## config.mk

```make
export PLATFORM = sky130hd
export DESIGN_NAME = seq_mod_div
export DESIGN_NICKNAME = d
export VERILOG_FILES = /design/src/rtl/seq_mod_div.sv
export SDC_FILE = /design/constraint.sdc
export NUM_CORES = 1
export LEC_CHECK = 0
export BUFFER_PORTS_ARGS = -buffer_cell sky130_fd_sc_hd__buf_4
export CAP_MARGIN = 15
export CORE_MARGIN = 2
export CORE_UTILIZATION = 55
export CTS_CLUSTER_SIZE = 40
export DETAILED_ROUTE_END_ITERATION = 6
export MAX_ROUTING_LAYER = met4
export PLACE_DENSITY = 0.82
export RECOVER_POWER = 25
export SLEW_MARGIN = 20
export SYNTH_ARGS = -nofsm -noshare
export SYNTH_HDL_FRONTEND = slang
export SYNTH_SLANG_ARGS = --single-unit
export TNS_END_PERCENT = 1
```

## constraint.sdc

```tcl
create_clock -name Clk -period 2.5 [get_ports Clk]
set_input_delay 0.25 -clock Clk [delete_from_list [all_inputs] [get_ports Clk]]
set_output_delay 0.25 -clock Clk [all_outputs]
set_load 0.03 [all_outputs]
```

## src/rtl/seq_mod_div.sv

```systemverilog
// seq_mod_div: multi-cycle restoring divider producing quotient and remainder of two DATAWIDTH-bit operands.
// Latency: DATAWIDTH edges from accepted start to DONE (DATAWIDTH+1 with MOD_SIGNED_EN); divide-by-zero takes one edge.
// Handshake: start is accepted only in IDLE or DONE and ignored while busy; done pulses for one cycle.
// Optional build macro: MOD_SIGNED_EN (two's-complement operands, extra FIX state applies result signs).
module seq_mod_div #(
   parameter int DATAWIDTH = 8
) (
   input  logic                 Clk,
   input  logic                 Rst,
   input  logic                 start,
   input  logic [DATAWIDTH-1:0] a,
   input  logic [DATAWIDTH-1:0] b,
   output logic [DATAWIDTH-1:0] quot,
   output logic [DATAWIDTH-1:0] rem,
   output logic                 busy,
   output logic                 done,
   output logic                 dz
);

   localparam int            CW       = $clog2(DATAWIDTH + 1);
   localparam logic [CW-1:0] CNT_INIT = CW'(DATAWIDTH);
   localparam logic [CW-1:0] CNT_ONE  = CW'(1);

   typedef enum logic [1:0] {
      S_IDLE = 2'd0,
      S_CALC = 2'd1,
      S_DONE = 2'd2
`ifdef MOD_SIGNED_EN
      , S_FIX = 2'd3
`endif
   } state_t;

   state_t               state_q;
   logic [CW-1:0]        cnt_q;
   // dvd_q starts as the dividend and fills with quotient bits from the right as it shifts.
   logic [DATAWIDTH-1:0] dvd_q;
   logic [DATAWIDTH-1:0] dvs_q;
   logic [DATAWIDTH:0]   prem_q;
   logic [DATAWIDTH-1:0] quot_q;
   logic [DATAWIDTH-1:0] rem_q;
   logic                 busy_q;
   logic                 done_q;
   logic                 dz_q;
`ifdef MOD_SIGNED_EN
   logic                 sign_a_q;
   logic                 neg_quot_q;
   logic [DATAWIDTH-1:0] quot_fix;
   logic [DATAWIDTH-1:0] rem_fix;
`endif

   // Combinational step values: one restoring shift-subtract iteration and operand magnitudes.
   logic [DATAWIDTH+1:0] shift_rem;
   logic [DATAWIDTH+1:0] trial;
   logic                 q_bit;
   logic [DATAWIDTH:0]   prem_d;
   logic [DATAWIDTH-1:0] dvd_d;
   logic [DATAWIDTH-1:0] a_mag;
   logic [DATAWIDTH-1:0] b_mag;

   // One quotient bit per cycle: shift the next dividend bit in, keep the difference if non-negative.
   always_comb begin
      shift_rem = {prem_q, dvd_q[DATAWIDTH-1]};
      trial     = shift_rem - {2'b00, dvs_q};
      // The shifted remainder is below 2*divisor, so bit DATAWIDTH+1 is set only on a borrow.
      q_bit     = ~trial[DATAWIDTH+1];
      prem_d    = q_bit ? trial[DATAWIDTH:0] : shift_rem[DATAWIDTH:0];
      dvd_d     = {dvd_q[DATAWIDTH-2:0], q_bit};
   end

`ifdef MOD_SIGNED_EN
   // Operand magnitudes; the most-negative value maps to 2^(DATAWIDTH-1), which still fits unsigned.
   always_comb begin
      a_mag = a[DATAWIDTH-1] ? -a : a;
      b_mag = b[DATAWIDTH-1] ? -b : b;
   end

   // Sign correction applied in FIX: quotient negated on sign mismatch, remainder follows the dividend.
   always_comb begin
      quot_fix = neg_quot_q ? -dvd_q : dvd_q;
      rem_fix  = sign_a_q ? -prem_q[DATAWIDTH-1:0] : prem_q[DATAWIDTH-1:0];
   end
`else
   // Unsigned build divides the operands as given.
   always_comb begin
      a_mag = a;
      b_mag = b;
   end
`endif

   // Control FSM and datapath registers; all outputs come straight from flops.
   always_ff @(posedge Clk or posedge Rst) begin
      if (Rst) begin
         state_q    <= S_IDLE;
         cnt_q      <= '0;
         dvd_q      <= '0;
         dvs_q      <= '0;
         prem_q     <= '0;
         quot_q     <= '0;
         rem_q      <= '0;
         busy_q     <= 1'b0;
         done_q     <= 1'b0;
         dz_q       <= 1'b0;
`ifdef MOD_SIGNED_EN
         sign_a_q   <= 1'b0;
         neg_quot_q <= 1'b0;
`endif
      end else begin
         done_q <= 1'b0;
         case (state_q)
            S_IDLE, S_DONE: begin
               if (start) begin
`ifdef MOD_SIGNED_EN
                  sign_a_q   <= a[DATAWIDTH-1];
                  neg_quot_q <= a[DATAWIDTH-1] ^ b[DATAWIDTH-1];
`endif
                  if (b == '0) begin
                     // Divide-by-zero completes immediately with a saturated quotient.
                     dvd_q   <= a;
                     dvs_q   <= b;
                     prem_q  <= '0;
                     cnt_q   <= '0;
                     quot_q  <= '1;
                     rem_q   <= a;
                     dz_q    <= 1'b1;
                     busy_q  <= 1'b0;
                     done_q  <= 1'b1;
                     state_q <= S_DONE;
                  end else begin
                     dvd_q   <= a_mag;
                     dvs_q   <= b_mag;
                     prem_q  <= '0;
                     cnt_q   <= CNT_INIT;
                     busy_q  <= 1'b1;
                     state_q <= S_CALC;
                  end
               end else begin
                  state_q <= S_IDLE;
               end
            end

            S_CALC: begin
               prem_q <= prem_d;
               dvd_q  <= dvd_d;
               cnt_q  <= cnt_q - CNT_ONE;
               if (cnt_q == CNT_ONE) begin
`ifdef MOD_SIGNED_EN
                  // Magnitudes are final; signs are applied on the next edge.
                  state_q <= S_FIX;
`else
                  quot_q  <= dvd_d;
                  rem_q   <= prem_d[DATAWIDTH-1:0];
                  dz_q    <= 1'b0;
                  busy_q  <= 1'b0;
                  done_q  <= 1'b1;
                  state_q <= S_DONE;
`endif
               end
            end

`ifdef MOD_SIGNED_EN
            S_FIX: begin
               quot_q  <= quot_fix;
               rem_q   <= rem_fix;
               dz_q    <= 1'b0;
               busy_q  <= 1'b0;
               done_q  <= 1'b1;
               state_q <= S_DONE;
            end
`endif

            default: begin
               busy_q  <= 1'b0;
               state_q <= S_IDLE;
            end
         endcase
      end
   end

   assign quot = quot_q;
   assign rem  = rem_q;
   assign busy = busy_q;
   assign done = done_q;
   assign dz   = dz_q;

endmodule
```

* After elaboration in Yosys (flattened, before gate mapping)
Index checks and enable logic that the tools add are counted.
** Operators by class
- Multipliers :: 0
- Magnitude comparators :: 0
- Equality and inequality tests :: 6
- $add $sub $neg :: 2
- Divide/modulo/power cells :: 0
- Muxes and demuxes :: 31
- Bitwise operators :: 1
- Reductions and logical operators :: 8
- Shifts and indexed selects :: 0
** Operators with widths (count)
- two-way mux 8 bit :: 7
- one-hot mux 8 bit (2 select lines) :: 3
- two-way mux 9 bit :: 2
- one-hot mux 9 bit (2 select lines) :: 1
- subtractor 10 x 8 -> 10 bit :: 1
- zero test 8 bit :: 1
- two-way mux 1 bit :: 8
- two-way mux 4 bit :: 2
- one-hot mux 4 bit (2 select lines) :: 1
- two-way mux 2 bit :: 3
- inequality test 2 bit, second input constant :: 3
- one-hot mux 1 bit (2 select lines) :: 3
- AND reduction 2 bit :: 3
- == test 4 x 1 -> 1 bit, second input constant :: 1
- one-hot mux 2 bit (2 select lines) :: 1
- AND reduction 4 bit :: 1
- subtractor 4 x 1 -> 4 bit, second input constant :: 1
- == test 2 x 1 -> 1 bit, second input constant :: 1
- == test 2 bit, second input constant :: 1
- zero test 2 bit :: 1
- nonzero test 2 bit :: 1
- OR reduction 2 bit :: 1
- inverter 1 bit :: 1
** Storage, ports and cells
- Output and inout bits :: 19
- Word-level logic and storage cells :: 58
- Flip-flop bits (word level) :: 50
- Memories kept :: 0
- RAM bits :: 0
- Input port bits :: 19
- Memory bits (read-only) :: 0
- Latch bits :: 0

* Longest topological paths before layout
- Depth after elaboration :: 4
- Mapped depth :: 10
- Mapped depth without buffers :: 10

* Worst setup path after synthesis
Ideal clock, no wire load.
- Path kind :: reg-to-reg
- Start point :: register prem_q[5]
- End point :: register prem_q[5]
- Clock period less this slack :: 2171 ps
- Setup time :: 129 ps
- Cell stages (with the launch flop) :: 9
- Slack :: 329 ps
- Buffers on the path :: 1
- Data required time :: 2371 ps
- Data arrival time :: 2042 ps
- Cell sequence :: dfrtp_1 > ha_1 > a21oi_4 > o22ai_2 > a2111oi_4 > xnor2_2 > buf_2 > a2bb2oi_1 > o21ai_0
** On the way
- Word-level cells in the longest chain between the ends :: 3
** Ends and longest elaborated chain
- start: declaration :: line 38 : logic [DATAWIDTH:0] prem_q;
- start signal: assignment :: line 142 : prem_q <= prem_d;
- subtractor 10 x 8 -> 10 bit :: line 63 : trial = shift_rem - {2'b00, dvs_q};
- two-way mux 9 bit :: line 66 : prem_d = q_bit ? trial[DATAWIDTH:0] : shift_rem[DATAWIDTH:0];
- one-hot mux 9 bit (2 select lines) :: line 109 : case (state_q)
Every way passes these cells.
A chain may end at the register's enable or synchronous reset.

* Worst setup path in the final report
- Start point :: register dvs_q[6]
- End point :: register rem_q[0], in the netlist rem[0]
** On the way
- Word-level cells in the longest chain between the ends :: 4
** Ends and longest elaborated chain
- start: declaration :: line 37 : logic [DATAWIDTH-1:0] dvs_q;
- start signal: assignment :: line 130 : dvs_q <= b_mag;
- subtractor 10 x 8 -> 10 bit :: line 63
- two-way mux 9 bit :: line 66
- two-way mux 8 bit :: line 145 : if (cnt_q == CNT_ONE) begin
- one-hot mux 8 bit (2 select lines) :: line 109
- end signal: assignment :: line 151 : rem_q <= prem_d[DATAWIDTH-1:0];
- end: declaration :: line 40 : logic [DATAWIDTH-1:0] rem_q;
Every way passes these cells. The select of a mux whose other input is x is not followed.

==> results.toml <==
[pwr]
vdd_drop_max_v = 0.000853
p_leak_nw = 1.37
powerDensity_mw_per_mm2 = 1620

[detailed_routing]
antenna_left = 0
avgRoutedWirePerCell_um = 15.8
dr.first_iter.drc_count = 117
dr.pass1.iters = 4
drc = 0
wirelength_mm = 5.95
via_per_inst = 5.79
num_vias = 2176

[synthesis]
synth_area_sq_mm = 0.00260
syn_nets = 310
yosysMostFrequentCell = "dfrtp_1"
synth_area_leader_cell = "dfrtp_1"
ys_warn_count = 0
synthTopCellsByArea = "dfrtp_1 48%, nand2_1 6.6%, o21ai_0 5.0%, ha_1 4.8%, nor2_1 4.3%"
synth-seq-area-share_pct = 48.1
synth_edf_count = 0
netlist_instances = 280
synth_top_area_share_pct = 48.1
ys_types = 44
yosys_most_used_dff = "dfrtp_1"
avgSynthCellArea_sq_um = 9.28
ys_ff_latch = 50
netlist_top_cells_count = "50 x dfrtp_1, 46 x nand2_1, 30 x nor2_1, 26 x o21ai_0, 17 x inv_1"
synthArstFlopShare_pct = 100

[global_route]
grt_usage_pct = 24.4
grt_pass1_vias = 2128
grt-ovfl-total = 0
grt_max_degree = 32
grt_pass1_wl_mm = 9.75
antenna_found_initial = 0

[sta]
setup_viol = 0
fmax_ghz = 0.427
slew_headroom_pct = 46.9
final.setup_skew_ps = 15.9
tightestPinTransition_ps = 794
hold_violations = 0
slew_violations = 0
layout_worst_path_cycle_share_pct = 93.7
tns_ps = 0
period_minus_slack_ps = 2340
rsz0062_at_grt = "no"

[setup_path]
crit_family = "compound AO/OA/AOI/OAI gates"
max_stage_delay_ps = 450
cp_slowest_cell = "a2111oi_4"
path_class = "register to register"
cp_num_buf_inv = 1
cp-end-kind = "register"
cp.required_ps = 2720
startpoint_type = "register"
critical_path_arrival_ps = 2570
worstPathMaxFanout = 17
crit_chain = "inv_1 -> ha_1 -> a21oi_4 -> o22ai_2 -> a2111oi_4 -> xnor2_4 -> or3_1 -> a31oi_1"

[clock_network]
clock_latency_ps = 310
cts_buffer_depth = 2
clkTransAtPathRegs_ps = 100
clock-sinks = 50
cts_buffers = 5
post_cts_buffers = 0
cts_tree = "built"
clock_tree.htree_level_count = 2
cts_root_buffer = "clkbuf_8"

[placed_design]
hpwl_mm = 4.29
io_buffers = 37
dp.cells = 367
gp_congestion = 0.896

[floorplan]
start_util_pct = 56.1
die_height_um = 72.7
die_w_um = 72.7
rows = 25
ios = 38
design.die.area_sq_mm = 0.00529
core_area_sq_mm = 0.00463

[cells_and_area]
nets = 351
n_fill_cell = 404
area.growth.synth_to_final_pct = 17.7
drive_gt1_share_pct = 16.8
final_cells = 376
diodes = 0

[worst_hold_path]
hold_path.class = "input port to register"

[flow_run]
drv_cap = 0

[status]
outcome = "finished, final reports clean"
## per-stage QoR
step | power, mW | utilization [%] | hold WS, ps | area, sq um | setup slack [ps]
detailed placement | 4.46 | 64.2 | 283 | 2970 | 59.1
global route | 5.36 | 66.1 | 148 | 3060 | 9.95
global placement | 4.36 | 64.2 | 270 | 2970 | 130
finish | 4.96 | 66.1 | 144 | 3060 | 158
CTS | 4.99 | 66.6 | 138 | 3080 | 36.7
floorplan | 3.66 | - | 355 | 2600 | 329
## kinds of logic (layout without fill, tap and decap cells)
logic type                 Yosys count  in the layout  synth area share, %
adders and majority gates           11             11                 5.59
DFF                                 50             50                 48.1
buffers and inverters               31             73                 4.67
muxes                                3              3                 1.16
xor gates and xnor gates             8              8                 2.99
AOI/OAI and AO/OA                   73             73                 19.6
and+or+nand+nor                    104            104                 17.9
## path summary, 6_finish.rpt
check                      slack, ps  cells past startpoint     start  endpoint
max                              160                      8  dvs_q[6]    rem[0]
min                              140                      3      b[0]  dvs_q[0]
max reg2reg                      160                      8  dvs_q[6]    rem[0]
min reg2reg                      490                      1   quot[7]   quot[7]
max in group asynchronous        950                      4       Rst  cnt_q[1]
min in group asynchronous        630                      3       Rst      done
## cell type report
cell class                 count  area [sq um]  area share, %
clock inverter                 2          17.5          0.573
timing repair buffer          48           338           11.0
clock buffer                   6          82.6           2.70
inverter                      17          63.8           2.09
sequential                    50          1250           40.9
tap                           54          67.6           2.21
multi-input combinational    199          1240           40.5
## worst register-to-register path: stages, from the launching register on
cell,delay (ps)
dfrtp_1,330
inv_1,60
ha_1,370
a21oi_4,190
o22ai_2,110
a2111oi_4,450
xnor2_4,230
or3_1,380
a31oi_1,140
## state kept, by name, indices dropped and copies added (netlist names)
signal,flops
dvd_q,8
busy,1
done,1
rem,8
dvs_q,8
state_q,2
cnt_q,4
prem_q,9
quot,8
dz,1
## layer usage
layer,GRT usage (%),routed length (um),part of all wire (%),up-vias
met2,39.2,2940,49,45
met5,-,0,0,-
li1,-,-,-,1040
met1,31.3,2590,43,1080
met4,9.47,122,2.0,0
met3,3.87,301,5.1,11
## layout by cell type (no fill, tap or decap), types with 2 or more instances in the layout
master     Yosys  final
dfrtp_1       50     50
nand2_1       46     46
buf_4          0     35
nor2_1        30     30
o21ai_0       26     26
inv_1         17     17
a31oi_1       11     11
nand3_1       10     10
ha_1          10     10
clkbuf_1      10     10
a21oi_1        8      8
o22a_1         6      6
clkbuf_8       0      6
nand2b_1       5      5
xnor2_1        4      4
mux2i_1        3      3
o221ai_1       3      3
xor2_1         3      3
nor2b_1        2      2
a21o_1         2      2
or4_1          2      2
a211oi_1       2      2
or3_1          2      2
a2bb2oi_1      2      2
nor3_1         2      2
clkinv_4       0      2
## power breakdown
group          switching [mW]  leakage [nW]  total, mW  internal [mW]
clock network           0.289        0.0514      0.517          0.228
logic                    1.78         0.739       3.01           1.23
registers               0.254         0.575       1.44           1.19
total                    2.32          1.37       4.96           2.65
## repair_timing
action	in CTS	in global routing
hold buffers	1	0
endpoints found under the hold margin	19	0
gates resized for setup	0	1
endpoints found under the setup margin	0	12
Power figures use the tool's default switching activity.
